<file path="src/rtl/wb_gpio_irq_pkg.sv">
// Shared definitions for the Wishbone GPIO controller: register indices and byte-lane helper.
package wb_gpio_irq_pkg;

    // Register index = (byte offset from BASE_ADDR) / 4
    typedef enum logic [2:0] {
        RegDir    = 3'd0,
        RegOut    = 3'd1,
        RegIn     = 3'd2,
        RegOutSet = 3'd3,
        RegOutClr = 3'd4,
        RegRiseEn = 3'd5,
        RegFallEn = 3'd6,
        RegStatus = 3'd7
    } reg_e;

    localparam int unsigned RegAddrBits = 5;

    function automatic logic [31:0] lane_mask(input logic [3:0] sel);
        logic [31:0] mask;
        mask = '0;
        for (int k = 0; k < 4; k++) begin
            mask[8*k +: 8] = {8{sel[k]}};
        end
        return mask;
    endfunction

endpackage

</file>
<file path="src/rtl/wb_gpio_irq_sync_edge.sv">
// Input synchroniser chain plus one history flop; yields synchronised pins and edge pulses.
module gpio_sync_edge #(
    parameter int unsigned WIDTH  = 8,
    parameter int unsigned STAGES = 2
) (
    input  logic             clk,
    input  logic             resetn,
    input  logic [WIDTH-1:0] pads,
    output logic [WIDTH-1:0] in_s,
    output logic [WIDTH-1:0] rise,
    output logic [WIDTH-1:0] fall
);

    logic [WIDTH-1:0] sync_q [STAGES];
    logic [WIDTH-1:0] prev_q;

    always_ff @(posedge clk or negedge resetn) begin
        if (!resetn) begin
            for (int i = 0; i < STAGES; i++) begin
                sync_q[i] <= '0;
            end
            prev_q <= '0;
        end else begin
            sync_q[0] <= pads;
            for (int i = 1; i < STAGES; i++) begin
                sync_q[i] <= sync_q[i-1];
            end
            prev_q <= sync_q[STAGES-1];
        end
    end

    assign in_s = sync_q[STAGES-1];
    assign rise = in_s & ~prev_q;
    assign fall = ~in_s & prev_q;

endmodule

</file>
<file path="src/rtl/wb_gpio_irq.sv">
// Wishbone GPIO controller: direction/output registers, atomic set/clear and
// per-pin edge interrupts with write-one-to-clear status.
module wb_gpio_irq
    import wb_gpio_irq_pkg::*;
#(
    parameter logic [31:0] BASE_ADDR   = 32'h0,
    parameter int unsigned GPIO_NUM    = 8,
    parameter int unsigned SYNC_STAGES = 2
) (
    input  logic                clk,
    input  logic                resetn,
    input  logic                wb_cyc_i,
    input  logic                wb_stb_i,
    input  logic                wb_we_i,
    input  logic [31:0]         wb_addr_i,
    input  logic [31:0]         wb_data_i,
    input  logic [3:0]          wb_sel_i,
    output logic                wb_ack_o,
    output logic                wb_stall_o,
    output logic [31:0]         wb_data_o,
    input  logic [GPIO_NUM-1:0] gpio_i,
    output logic [GPIO_NUM-1:0] gpio_o,
    output logic [GPIO_NUM-1:0] gpio_oe,
    output logic                irq_o
);

    localparam int unsigned N = GPIO_NUM;

    logic [N-1:0] dir_q, dir_d, out_q, out_d;
    logic [N-1:0] rise_en_q, rise_en_d, fall_en_q, fall_en_d;
    logic [N-1:0] status_q, status_d;
    logic         ack_q;
    logic [31:0]  data_q, data_d;

    logic [N-1:0] in_s, rise, fall, edge_set;
    logic [31:0]  offset, sel_mask, rdata;
    logic [N-1:0] wdata;
    logic         hit, accept, wr;
    reg_e         idx;
    logic         unused_bits;

    gpio_sync_edge #(
        .WIDTH  (N),
        .STAGES (SYNC_STAGES)
    ) u_sync (
        .clk    (clk),
        .resetn (resetn),
        .pads   (gpio_i),
        .in_s   (in_s),
        .rise   (rise),
        .fall   (fall)
    );

    assign offset   = wb_addr_i - BASE_ADDR;
    assign hit      = (offset[31:RegAddrBits] == '0);
    assign idx      = reg_e'(offset[4:2]);
    assign accept   = wb_cyc_i & wb_stb_i & ~ack_q;
    assign wr       = accept & wb_we_i & hit;
    assign sel_mask = lane_mask(wb_sel_i);
    assign wdata    = N'(wb_data_i & sel_mask);

    // Old enables and old DIR gate the edge, so enable changes only affect later edges
    assign edge_set = ((rise & rise_en_q) | (fall & fall_en_q)) & ~dir_q;

    always_comb begin
        dir_d     = dir_q;
        out_d     = out_q;
        rise_en_d = rise_en_q;
        fall_en_d = fall_en_q;
        status_d  = status_q | edge_set;
        if (wr) begin
            case (idx)
                RegDir:    dir_d     = (dir_q & ~N'(sel_mask)) | wdata;
                RegOut:    out_d     = (out_q & ~N'(sel_mask)) | wdata;
                RegOutSet: out_d     = out_q | wdata;
                RegOutClr: out_d     = out_q & ~wdata;
                RegRiseEn: rise_en_d = (rise_en_q & ~N'(sel_mask)) | wdata;
                RegFallEn: fall_en_d = (fall_en_q & ~N'(sel_mask)) | wdata;
                // A new edge in the clearing cycle wins over the clear
                RegStatus: status_d  = (status_q & ~wdata) | edge_set;
                default:   ;
            endcase
        end
    end

    always_comb begin
        rdata = '0;
        if (hit) begin
            case (idx)
                RegDir:    rdata = 32'(dir_q);
                RegOut:    rdata = 32'(out_q);
                RegIn:     rdata = 32'(in_s);
                RegRiseEn: rdata = 32'(rise_en_q);
                RegFallEn: rdata = 32'(fall_en_q);
                RegStatus: rdata = 32'(status_q);
                default:   rdata = '0;
            endcase
        end
        data_d = (accept & ~wb_we_i) ? rdata : '0;
    end

    always_ff @(posedge clk or negedge resetn) begin
        if (!resetn) begin
            dir_q     <= '0;
            out_q     <= '0;
            rise_en_q <= '0;
            fall_en_q <= '0;
            status_q  <= '0;
            ack_q     <= 1'b0;
            data_q    <= '0;
        end else begin
            dir_q     <= dir_d;
            out_q     <= out_d;
            rise_en_q <= rise_en_d;
            fall_en_q <= fall_en_d;
            status_q  <= status_d;
            ack_q     <= accept;
            data_q    <= data_d;
        end
    end

    assign wb_ack_o    = ack_q;
    assign wb_data_o   = data_q;
    assign wb_stall_o  = 1'b0;
    assign gpio_o      = out_q;
    assign gpio_oe     = dir_q;
    assign irq_o       = |status_q;
    assign unused_bits = ^{offset[1:0], wb_data_i, sel_mask};

endmodule

</file>
<file path="config.mk">
export PLATFORM = sky130hd
export DESIGN_NAME = wb_gpio_irq
export DESIGN_NICKNAME = d
export VERILOG_FILES = /design/src/rtl/wb_gpio_irq_pkg.sv /design/src/rtl/wb_gpio_irq_sync_edge.sv /design/src/rtl/wb_gpio_irq.sv
export SDC_FILE = /design/constraint.sdc
export NUM_CORES = 1
export LEC_CHECK = 0
export CORE_UTILIZATION = 30
export CTS_CLUSTER_SIZE = 16
export DETAILED_ROUTE_END_ITERATION = 6
export MAX_ROUTING_LAYER = met4
export PLACE_DENSITY = 0.58
export SYNTH_ARGS = -nofsm -noshare
export SYNTH_HDL_FRONTEND = slang
export SYNTH_SLANG_ARGS = --single-unit
</file>
<file path="constraint.sdc">
create_clock -name clk -period 1.95 [get_ports clk]
set_clock_uncertainty 0.15 [all_clocks]
set_input_delay 0.585 -clock clk [delete_from_list [all_inputs] [get_ports clk]]
set_output_delay 0.585 -clock clk [all_outputs]
set_load 0.02 [all_outputs]
</file>
=== Word-level counts from Yosys, hierarchy flattened ===
Index checks and enable logic that the tools add are counted.

* Word-level logic and storage cells: 63
* Bits of input ports: 81
* Register bits after elaboration: 97

* Muxes and demuxes: 6
* Eq/ne operators: 7
* Reductions and logical operators: 8
* Bitwise operators: 32

{| class="wikitable"
|+ Operator list
! operator !! count
|-
| 8-bit bitwise AND || 12
|-
| 32-bit 2-to-1 mux || 2
|-
| 8-bit bitwise OR || 8
|-
| 8-bit one-hot mux with 6 select lines || 1
|-
| 8-bit inverter || 5
|-
| 27-bit zero test || 1
|-
| 8-bit one-hot mux with 3 select lines || 1
|-
| 8-bit 2-to-1 mux || 2
|-
| 3-bit == test (second input constant) || 4
|-
| 2-bit AND reduction || 4
|-
| 8-bit OR reduction || 1
|-
| 3-bit by 2-bit == test with 1-bit output (second input constant) || 2
|-
| 1-bit bitwise AND || 5
|-
| 3-bit by 1-bit == test with 1-bit output (second input constant) || 1
|-
| 3-bit zero test || 1
|-
| 3-bit nonzero test || 1
|-
| 1-bit inverter || 2
|}

=== Longest topological paths before layout ===
Gate-level depths: netlist of run 1.

* Word-level depth: 8
* Mapped depth: 7

=== Hierarchy ===
Synthesis of run 1 repeated with hierarchy kept, for this count alone.

* Cell total of the unflattened synthesis: 310
* Area, all modules: 3557.2 um^2

{| class="wikitable"
|+ By module, submodules not included
! module !! cells each !! instances !! area each (um^2) !! seq. area each (um^2)
|-
| wb_gpio_irq || 262 || 1 || 2756.4 || 1226.2
|-
| gpio_sync_edge || 48 || 1 || 800.8 || 600.6
|}

=== Worst setup path after synthesis of run 1 ===
No wires, ideal clock.

* Path kind: input-to-reg
* Start: input wb_addr_i[6]
* End: register with a tool-made name
* Cell stages on the path: 6
* Setup slack: -193 ps
* Required time: 1675 ps
* Buffers on the path: 1
* Setup time: 125 ps
* Arrival: 1869 ps
* Path through: nor4_1 -> nand4_1 -> nor3_2 -> and3_1 -> buf_4 -> mux2_2

{| class="wikitable"
|+ RTL lines
! what !! RTL line !! text
|-
| from (decl) || wb_gpio_irq.sv:15 || <nowiki>input logic [31:0] wb_addr_i,</nowiki>
|}

==> metrics.txt, run 1 <==
status finished with violations; failing checks setup timing; CP top delay family simple AND/OR/NAND/NOR gates; Starting Density 0.310; Synth Area in Compound Gates 0.131; Overall Global Routing Usage 0.174; Vias a little under 3000; fin crit share 1.09; number of flops mapped to enable cells by yosys 0; Critical Path Start Type primary input; Final setup viols 37; ANT nets after route 0; met1 GRT Util 0.211; leading area contributor after synthesis dfrtp_1; synth warn 0; vias in the first global route just under 3000; clock root buffer clkbuf_16; crit path time final around 2.1 ns; Port Buf Inserts 77; die width 108 µm; Power Density around 660 nW/µm²; largest stage delay on the critical path ~0.30 ns; ant diodes 0; top cell type's share of synthesized area 0.539; first-pass GRT wire length roughly 15 mm; via/cell ratio just under 5; hpwl dp around 6.5 mm; Post-Synth Adder-Cell Area 0; Max clock buf depth 2; Core Area roughly 11000 µm²; Routed Wire Length about 9.5 mm; worst hold path class in2async; # IOs between 100 and 150; Synth cell types 36; clock slew at reported path FFs ~0.060 ns; CP cell instances buf_6, nor4_4, nand4_1, nor3_4, and3_4, buf_12, mux2_4; most used routing layer met2; Global Route met2 Usage 0.282; fmax between 0.4 and 0.5 GHz; CTS HTree Levels 3; initial antenna violation count 0; Clock Sinks 73; top cells by count, synth dfrtp_1, mux2_2, buf_4; average routed wire per standard cell 16.1 µm; simple-gate share of the synthesized area 0.113; CTS tree yes; GPL Wtd Cong just over 0.8; pin count of the biggest net entering global routing 74; post-synthesis register bit count 73; worst vdd ir roughly 0.42 mV; unrepaired setup endpoints after global routing yes; Leakage between 2 and 2.5 nW; Hold Vio Cnt, Final 0; Slowest-stage cell, CP nor3_4; max-slew violation count 0; Overflow after GRT 0; mux cell area share after synthesis 0.120; Setup WS pre-CTS -0.907 ns; XOR/XNOR share of the synthesized area 0; share of post-route cells with drive strength above 1 0.389; Worst Setup Slack, final -0.175 ns; Setup crit end kind register; Worst EP required ~2.0 ns; # DRC 0; Pre-antenna DRT Iters 4; ys async rst share 1.00; Die Span Y roughly 110 µm; WP data arrival ~2.2 ns; crit-path max FO 7; syn_area_per_cell 11.4 µm²; max-cap violations 0; Layout area overhead 52.0%; top cells by area, synth dfrtp_1, mux2_2, buf_4, a22o_1, nor2_1; layout net count between 500 and 600; critical path class in2reg; post-layout util 0.471; most common cell in the netlist dfrtp_1; M3 GR Usage 0.0350; CTS Buf Count 9; die area ~12000 µm²; Mapped Cells 297; CP bufs+invs 2; Worst-Skew Late Latency between 0.3 and 0.4 ns; largest family of logic cells by synthesized area compound AO/OA/AOI/OAI gates; initial DRC count approximately 160; Core Rows 38; Seq/Total Area, Yosys 0.539; Top FF cell, synth dfrtp_1; Mapped Area around 3400 µm²
==> cells in the final DEF, fill, tap and decap left out, types with 2 or more instances in the layout <==
cell	n
clkbuf_2	5
a211oi_2	5
buf_6	15
clkdlybuf4s50_1	18
a21oi_1	2
clkdlybuf4s15_1	5
dlygate4sd2_1	29
buf_4	65
nor2_2	3
dfrtp_1	73
nor4_2	4
o2bb2ai_1	8
dlymetal6s2s_1	2
buf_12	2
clkinv_2	3
nand2_1	10
and2_4	3
nor2_1	17
conb_1	25
nor2b_1	3
mux2_2	20
a22oi_1	8
a31oi_1	9
inv_1	17
a221oi_2	2
o21ai_0	7
mux2_4	11
a22o_1	9
nand4_1	10
a211oi_1	4
nand3_1	7
clkbuf_16	9
mux2i_1	5
nor4_4	3
buf_2	13
nand3_4	2
==> per-layer routing <==
layer / routed length, µm / share of wire / vias to the layer above
met1: 4190 / 0.44 / 1437
met3: 593 / 0.062 / 9
met5: 0 / 0 / -
li1: - / - / 1329
met2: 4610 / 0.49 / 119
met4: 93 / 0.0098 / 0
==> stage by stage <==
stage	cell area (µm²)	setup TNS, ns	instances	hold WS (ns)	power, mW
finish	5150	-4.05	590	0.110	3.42
global route	5150	-7.09	590	0.137	3.57
CTS	5070	-3.08	586	0.136	3.45
detailed placement	4690	-34.88	560	0.185	1.99
global placement	4690	-32.85	560	0.183	1.98
floorplan	3540	-2.90	321	0.139	1.77
==> where the power goes <==
part	switching (mW)	internal (mW)	leakage, nW	total [mW]
registers	0.0199	1.55	0.917	1.57
logic	0.224	0.191	1.46	0.415
clock network	0.602	0.839	0.124	1.44
total	0.846	2.58	2.50	3.42
==> worst reg2reg max path: cells and delay by family (launching register included) <==
kind | cells | cell delay [ns]
DFF | 1 | 0.37
and+or+nand+nor | 4 | 0.97
muxes | 1 | 0.30
buffers and inverters | 1 | 0.15
==> kinds of logic after synthesis <==
family	after synthesis
buf+inv	56
simple gates	71
compound gates	60
other cells	1
mux	36
flops	73
==> worst paths after layout <==
check / from / to / slack [ns] / cells after the start
hold reg to reg: u_sync.sync_q[8] / u_sync.in_s[0] / 0.20 / 0
min in group clk: u_sync.sync_q[8] / u_sync.in_s[0] / 0.20 / 0
hold / removal: resetn / u_sync.in_s[4] / 0.11 / 2
setup reg to reg: wb_ack_o / register / -0.11 / 6
setup / recovery: wb_addr_i[30] / register / -0.18 / 7
max in group asynchronous: resetn / asynchronous set/reset pin / 1.21 / 2
==> what timing repair did <==
action / CTS / global route
gates resized for setup: 135 / 34
hold buffers: 0 / 0
pin swaps: 21 / 18
buffers inserted: 12 / 8
endpoints found under the setup margin: 74 / 49
==> final cells by class <==
type | count | area [µm²]
Fill cell | 998 | 5790
Sequential cell | 73 | 1830
Multi-Input combinational cell | 192 | 1540
Timing Repair Buffer | 154 | 1300
Clock buffer | 10 | 229
Tap cell | 140 | 175
Inverter | 17 | 63.8
Clock inverter | 4 | 22.5
(Power assumes the default switching activity.)
==> run 2, diff against run 1 <==
--- a/config.mk
+++ b/config.mk
@@ -5,11 +5,13 @@
 export SDC_FILE = /design/constraint.sdc
 export NUM_CORES = 1
 export LEC_CHECK = 0
+export ABC_CLOCK_PERIOD_IN_PS = 2150
 export CORE_UTILIZATION = 30
 export CTS_CLUSTER_SIZE = 16
 export DETAILED_ROUTE_END_ITERATION = 6
 export MAX_ROUTING_LAYER = met4
-export PLACE_DENSITY = 0.58
+export PLACE_DENSITY = 0.56
+export SETUP_SLACK_MARGIN = 0.5
 export SYNTH_ARGS = -nofsm -noshare
 export SYNTH_HDL_FRONTEND = slang
 export SYNTH_SLANG_ARGS = --single-unit
==> constraint.sdc (replaced) <==
create_clock -name clk -period 2.15 [get_ports clk]
set_clock_uncertainty 0.15 [all_clocks]
set_input_delay 0.645 -clock clk [delete_from_list [all_inputs] [get_ports clk]]
set_output_delay 0.645 -clock clk [all_outputs]
set_load 0.02 [all_outputs]
==> run 2 against run 1 <==
The run now ends clean. Non-clock buffer count grew 7. Worst setup slack better by 0.18 ns. Sequential power shrank 9.6%. Critical path type is now reg2out. Largest cell class unchanged. Largest power group unchanged.
==> metrics.txt, run 2 (synthesized netlist as in run 1, its figures left out) <==
largest stage delay on the critical path 0.41 ns (+0.11 ns); fmax between 0.4 and 0.5 GHz; layout net count 535 (+1.3%); Vias 2917 (+0.79%); Internal Power 2.41 mW (-6.6%); Slowest-stage cell, CP dfrtp_1; Fill cells 978 (-2.0%); Layout area overhead 60.7%; worst vdd ir 0.338 mV (-19%); worst r2r path cells 6 (unchanged); P_sw 0.792 mW (-6.4%); pin count of the biggest net entering global routing 35 (-53%); status finished, final reports clean; crit-path max FO 2 (-5); via/cell ratio 4.87 (-0.72%); Area after DPL 4770 µm² (+1.6%); Setup crit end kind primary output; CTS Buf Count 9 (unchanged); CP startpoint status_q[3]; unrepaired setup endpoints after global routing yes; sequential share of power 0.444 (-0.014); crit path time final around 2.1 ns; commonest non-fill, non-tap cell in the layout dfrtp_1; GPL Wtd Cong 0.849 (+4.6%); max-cap violations 0 (unchanged); Overall Global Routing Usage 0.183 (+0.00915); Power Density 587 nW/µm² (-12%); # IOs 132 (unchanged); Final setup viols 0 (-100%); die width 108 µm (unchanged); Worst Setup EP irq_o; Leakage 2.56 nW (+2.5%); initial DRC count 132 (-15%); Hold-fix buffers, CTS 0 (unchanged); Die Span Y 108 µm (unchanged); # DRC 0 (unchanged); most frequent cells in the layout dfrtp_1, buf_4, buf_6; reg2reg start wb_ack_o; Port Buf Inserts 77 (unchanged); critical path class reg2out; first-pass GRT wire length 15.3 mm (+3.8%); Worst-Skew Late Latency 0.33 ns (about the same); share of post-route cells with drive strength above 1 0.462 (+0.0730); Final Cell Area 5440 µm² (+5.7%); Overall Power 3.20 mW (-6.5%); initial antenna violation count 0 (unchanged); max-slew violation count 0 (unchanged); fin crit share 0.996; Clock Sinks 73 (unchanged); worst hold path class in2async; Starting Density 0.310 (unchanged); WP data arrival 1.35 ns (-0.84 ns); Critical Path Start Type register; CP bufs+invs 1 (-1); average routed wire per standard cell 16.4 µm (+1.7%); Worst EP required 1.35 ns (-0.67 ns); WHS 0.110 ns (-0.000128 ns); combinational share of power 0.125 (+0.004); Core Area 10900 µm² (unchanged); Hold Vio Cnt, Final 0 (unchanged); Overflow after GRT 0 (unchanged); CP top delay family simple AND/OR/NAND/NOR gates; Net Sw Frac 0.248 (+0.000300); ANT nets after route 0 (unchanged); clock root buffer clkbuf_16; CTS HTree Levels 3 (unchanged); vias in the first global route 2919 (+0.76%); CTS tree yes; die area 11700 µm² (unchanged); ant diodes 0 (unchanged); CP cell instances nor4_2, nand2_1, buf_6; Pre-antenna DRT Iters 4 (unchanged); clock network power share 0.431 (+0.010); clock slew at reported path FFs 0.06 ns (about the same); Levels on crit path 3 (-4); Max clock buf depth 2 (unchanged); R2R Setup Slk 0.12 ns (+0.23 ns); Routed Wire Length 9.80 mm (+3.3%); hpwl dp 6.58 mm (+0.55%); Core Rows 38 (unchanged)
==> run 2: changes by cell type in the layout (fill, tap and decap cells not counted), moves of 3 or more <==
cell           previous run  this run
nand3_1                   7         1
mux2_4                   11        15
dlygate4sd2_1            29         6
nor2_1                   17        20
a211oi_2                  5         8
mux2_2                   20        16
buf_4                    65        70
buf_6                    15        37
nand3_2                   0         6
==> run 2: how the worst min path moves through the flow <==
stage                            from                 to  slack (ns)  depth (start not counted)
floorplan            u_sync.sync_q[8]     u_sync.in_s[0]        0.18                          0
global placement    u_sync.sync_q[10]     u_sync.in_s[2]        0.18                          0
detailed placement  u_sync.sync_q[10]     u_sync.in_s[2]        0.18                          0
CTS                            resetn       wb_data_o[4]        0.12                          1
global route                   resetn  u_sync.sync_q[10]        0.13                          1
finish                         resetn  u_sync.sync_q[10]        0.11                          1
==> run 2: power groups by stage <==
stage	registers [mW]	clock network, mW	logic, mW
after global routing	1.42	1.48	0.434
after detailed placement	1.45	0	0.380
after global placement	1.44	0	0.379
after floorplan	1.45	0	0.180
final	1.42	1.38	0.400
after CTS	1.42	1.40	0.400
==> run 2: metrics by stage <==
step	cells	utilization	worst slack (ns)	TNS, ns
after detailed placement	552	0.436	-0.653	-25.84
final	599	0.498	0.00909	0
after global placement	552	0.436	-0.656	-25.70
after global routing	599	0.498	-0.0721	-1.22
after CTS	596	0.494	-0.00451	-0.00451
after floorplan	321	-	-0.00296	-0.0236
==> run 2: layout make-up <==
class	instances	area, µm²	area share
Multi-Input combinational cell	192	1610	0.295
Inverter	17	63.8	0.0117
Tap cell	140	175	0.0322
Timing Repair Buffer	161	1500	0.275
Sequential cell	73	1830	0.336
Clock buffer	12	246	0.0453
Clock inverter	4	27.5	0.00506
==> run 2: what timing repair did <==
| action | 4_1_cts | 5_1_grt |
|---|---|---|
| resized for setup | 270 | 15 |
| endpoints found under the setup margin | 74 | 74 |
| pin swaps | 20 | 9 |
| gates cloned | 3 | 0 |
| setup buffers | 25 | 3 |
==> run 2: layer usage <==
metal / up-vias / global-route usage / part of all wire
li1: 1356 / - / -
met1: 1435 / 0.236 / 0.45
met2: 108 / 0.278 / 0.47
met3: 18 / 0.0410 / 0.063
met4: 0 / 0.0724 / 0.019
met5: - / - / 0
==> run 3, diff against run 2 <==
--- a/config.mk
+++ b/config.mk
@@ -6,11 +6,12 @@
 export NUM_CORES = 1
 export LEC_CHECK = 0
 export ABC_CLOCK_PERIOD_IN_PS = 2150
-export CORE_UTILIZATION = 30
+export CORE_ASPECT_RATIO = 2
+export CORE_UTILIZATION = 40
 export CTS_CLUSTER_SIZE = 16
 export DETAILED_ROUTE_END_ITERATION = 6
 export MAX_ROUTING_LAYER = met4
-export PLACE_DENSITY = 0.56
+export PLACE_DENSITY = 0.71
 export SETUP_SLACK_MARGIN = 0.5
 export SYNTH_ARGS = -nofsm -noshare
 export SYNTH_HDL_FRONTEND = slang
==> run 3 against run 2 <==
Routed wire length is 7.0% higher. Utilization is 16 points higher. Global-route usage is 6.4 points higher. Critical path type unchanged. Largest cell class unchanged.
==> metrics.txt, run 3 (synthesized netlist as in run 1, its figures left out) <==
ANT nets after route 0 (unchanged); pin count of the biggest net entering global routing 31 (-11%); Critical Path Start Type register; Die Span Y 132 µm (+22%); Leakage 2.52 nW (-1.3%); max-cap violations 0 (unchanged); layout net count 530 (-0.93%); vias in the first global route 3093 (+6.0%); worst hold path class in2async; first-pass GRT wire length 15.6 mm (+1.8%); # IOs 132 (unchanged); clock root buffer clkbuf_16; initial DRC count 277 (+110%); fmax 0.469 GHz (+0.40%); Hold-fix buffers, CTS 0 (unchanged); fin crit share 0.992 (-0.00401); average routed wire per standard cell 19.0 µm (+16%); crit-path max FO 2 (unchanged); die area 8870 µm² (-24%); unrepaired setup endpoints after global routing yes; post-layout util 0.656 (+0.158); commonest non-fill, non-tap cell in the layout dfrtp_1; max-slew violation count 0 (unchanged); share of post-route cells with drive strength above 1 0.482 (+0.0205); Max clock buf depth 2 (unchanged); hpwl dp 6.71 mm (+1.9%); Reg area 1830 µm² (about the same); Worst-Skew Late Latency 0.33 ns (about the same); CTS tree yes; die width 67.1 µm (-38%); Worst EP required 1.35 ns (about the same); Overflow after GRT 0 (unchanged); WP data arrival 1.34 ns (about the same); Fill cells 612 (-37%); status finished, final reports clean; Worst Setup Slack, final 0.0177 ns (+0.00862 ns); Core Rows 47 (+24%); Overall Global Routing Usage 0.247 (+0.0642); worst r2r path cells 6 (unchanged); multi-input logic area 1650 µm² (+3.0%); placed cell count 504 (-8.7%); Vias 3040 (+4.2%); Hold Vio Cnt, Final 0 (unchanged); Routed Wire Length 10.5 mm (+7.0%); critical path class reg2out; # DRC 0 (unchanged); Setup WS pre-CTS -0.635 ns (+0.0186 ns); Overall Power 3.24 mW (+1.4%); initial antenna violation count 0 (unchanged); crit path time final 2.13 ns (-0.00862 ns); most frequent cells in the layout dfrtp_1, buf_4, buf_6; Power Density 600 nW/µm² (+2.2%); clock slew at reported path FFs 0.06 ns (about the same); CTS Buf Count 9 (unchanged); Starting Density 0.412 (+0.102); GPL Wtd Cong 0.875 (+3.0%); CTS HTree Levels 3 (unchanged); Core Area 8230 µm² (-25%); via/cell ratio 5.51 (+13%); worst vdd ir 0.435 mV (+29%); Clock Sinks 73 (unchanged); Final setup viols 0 (unchanged); Pre-antenna DRT Iters 4 (unchanged); Cell Count, Final, Fillers Out 552 (-7.8%); Layout area overhead 59.4%; Port Buf Inserts 77 (unchanged); Setup crit end kind primary output; WHS 0.0881 ns (-0.0222 ns); ant diodes 0 (unchanged)
-- run 3: cell types whose count changed in the layout (fill, tap and decap cells not counted), moves of 5 or more --
cell	before	now
buf_4	70	65
clkbuf_2	3	9
nand3_2	6	0
nor2_1	20	15
nand3_1	1	7
-- run 3: worst paths after layout --
check / start / to / slack [ns]
max reg2reg: wb_ack_o / register / 0.11
min: resetn / asynchronous set/reset pin / 0.09
max: status_q[6] / irq_o / 0.02
max in group asynchronous: resetn / asynchronous set/reset pin / 1.22
min in group clk: u_sync.sync_q[14] / u_sync.in_s[6] / 0.20
min reg2reg: u_sync.sync_q[14] / u_sync.in_s[6] / 0.20
-- run 3: where the power goes --
group | internal [mW] | total (mW) | switching [mW]
clock network | 0.839 | 1.40 | 0.559
registers | 1.40 | 1.42 | 0.0185
logic | 0.198 | 0.424 | 0.226
total | 2.44 | 3.24 | 0.804
-- run 3: stage by stage --
stage / setup TNS, ns / cell area (µm²)
global route: -0.393 / 5400
CTS: 0 / 5150
finish: 0 / 5400
global placement: -24.17 / 4670
detailed placement: -25.92 / 4670
floorplan: -0.0236 / 3690
-- run 3: layout make-up --
type                            count  area share
Multi-Input combinational cell    192       0.306
Clock inverter                      3     0.00278
Sequential cell                    73       0.339
Tap cell                           98      0.0227
Timing Repair Buffer              156       0.270
Clock buffer                       13      0.0482
Inverter                           17      0.0118
-- run 3: layer usage --
| metal | global-route usage | up-vias | routed length (µm) |
|---|---|---|---|
| li1 | - | 1335 | - |
| met1 | 0.278 | 1510 | 3760 |
| met2 | 0.379 | 135 | 5540 |
| met3 | 0.0580 | 60 | 531 |
| met4 | 0.158 | 0 | 652 |
| met5 | - | - | 0 |
-- run 3: timing repair --
action                     4_1_cts  5_1_grt
pin swaps                       23       30
setup endpoints to repair       74       73
cloned                           0        3
gates resized for setup        242       66
setup buffers                   20        9
-- run 3: critical path, cell delays in order, from the launching register on --
cell,delay [ns]
dfrtp_1,0.43
nor4_2,0.31
nand2_1,0.09
buf_2,0.16
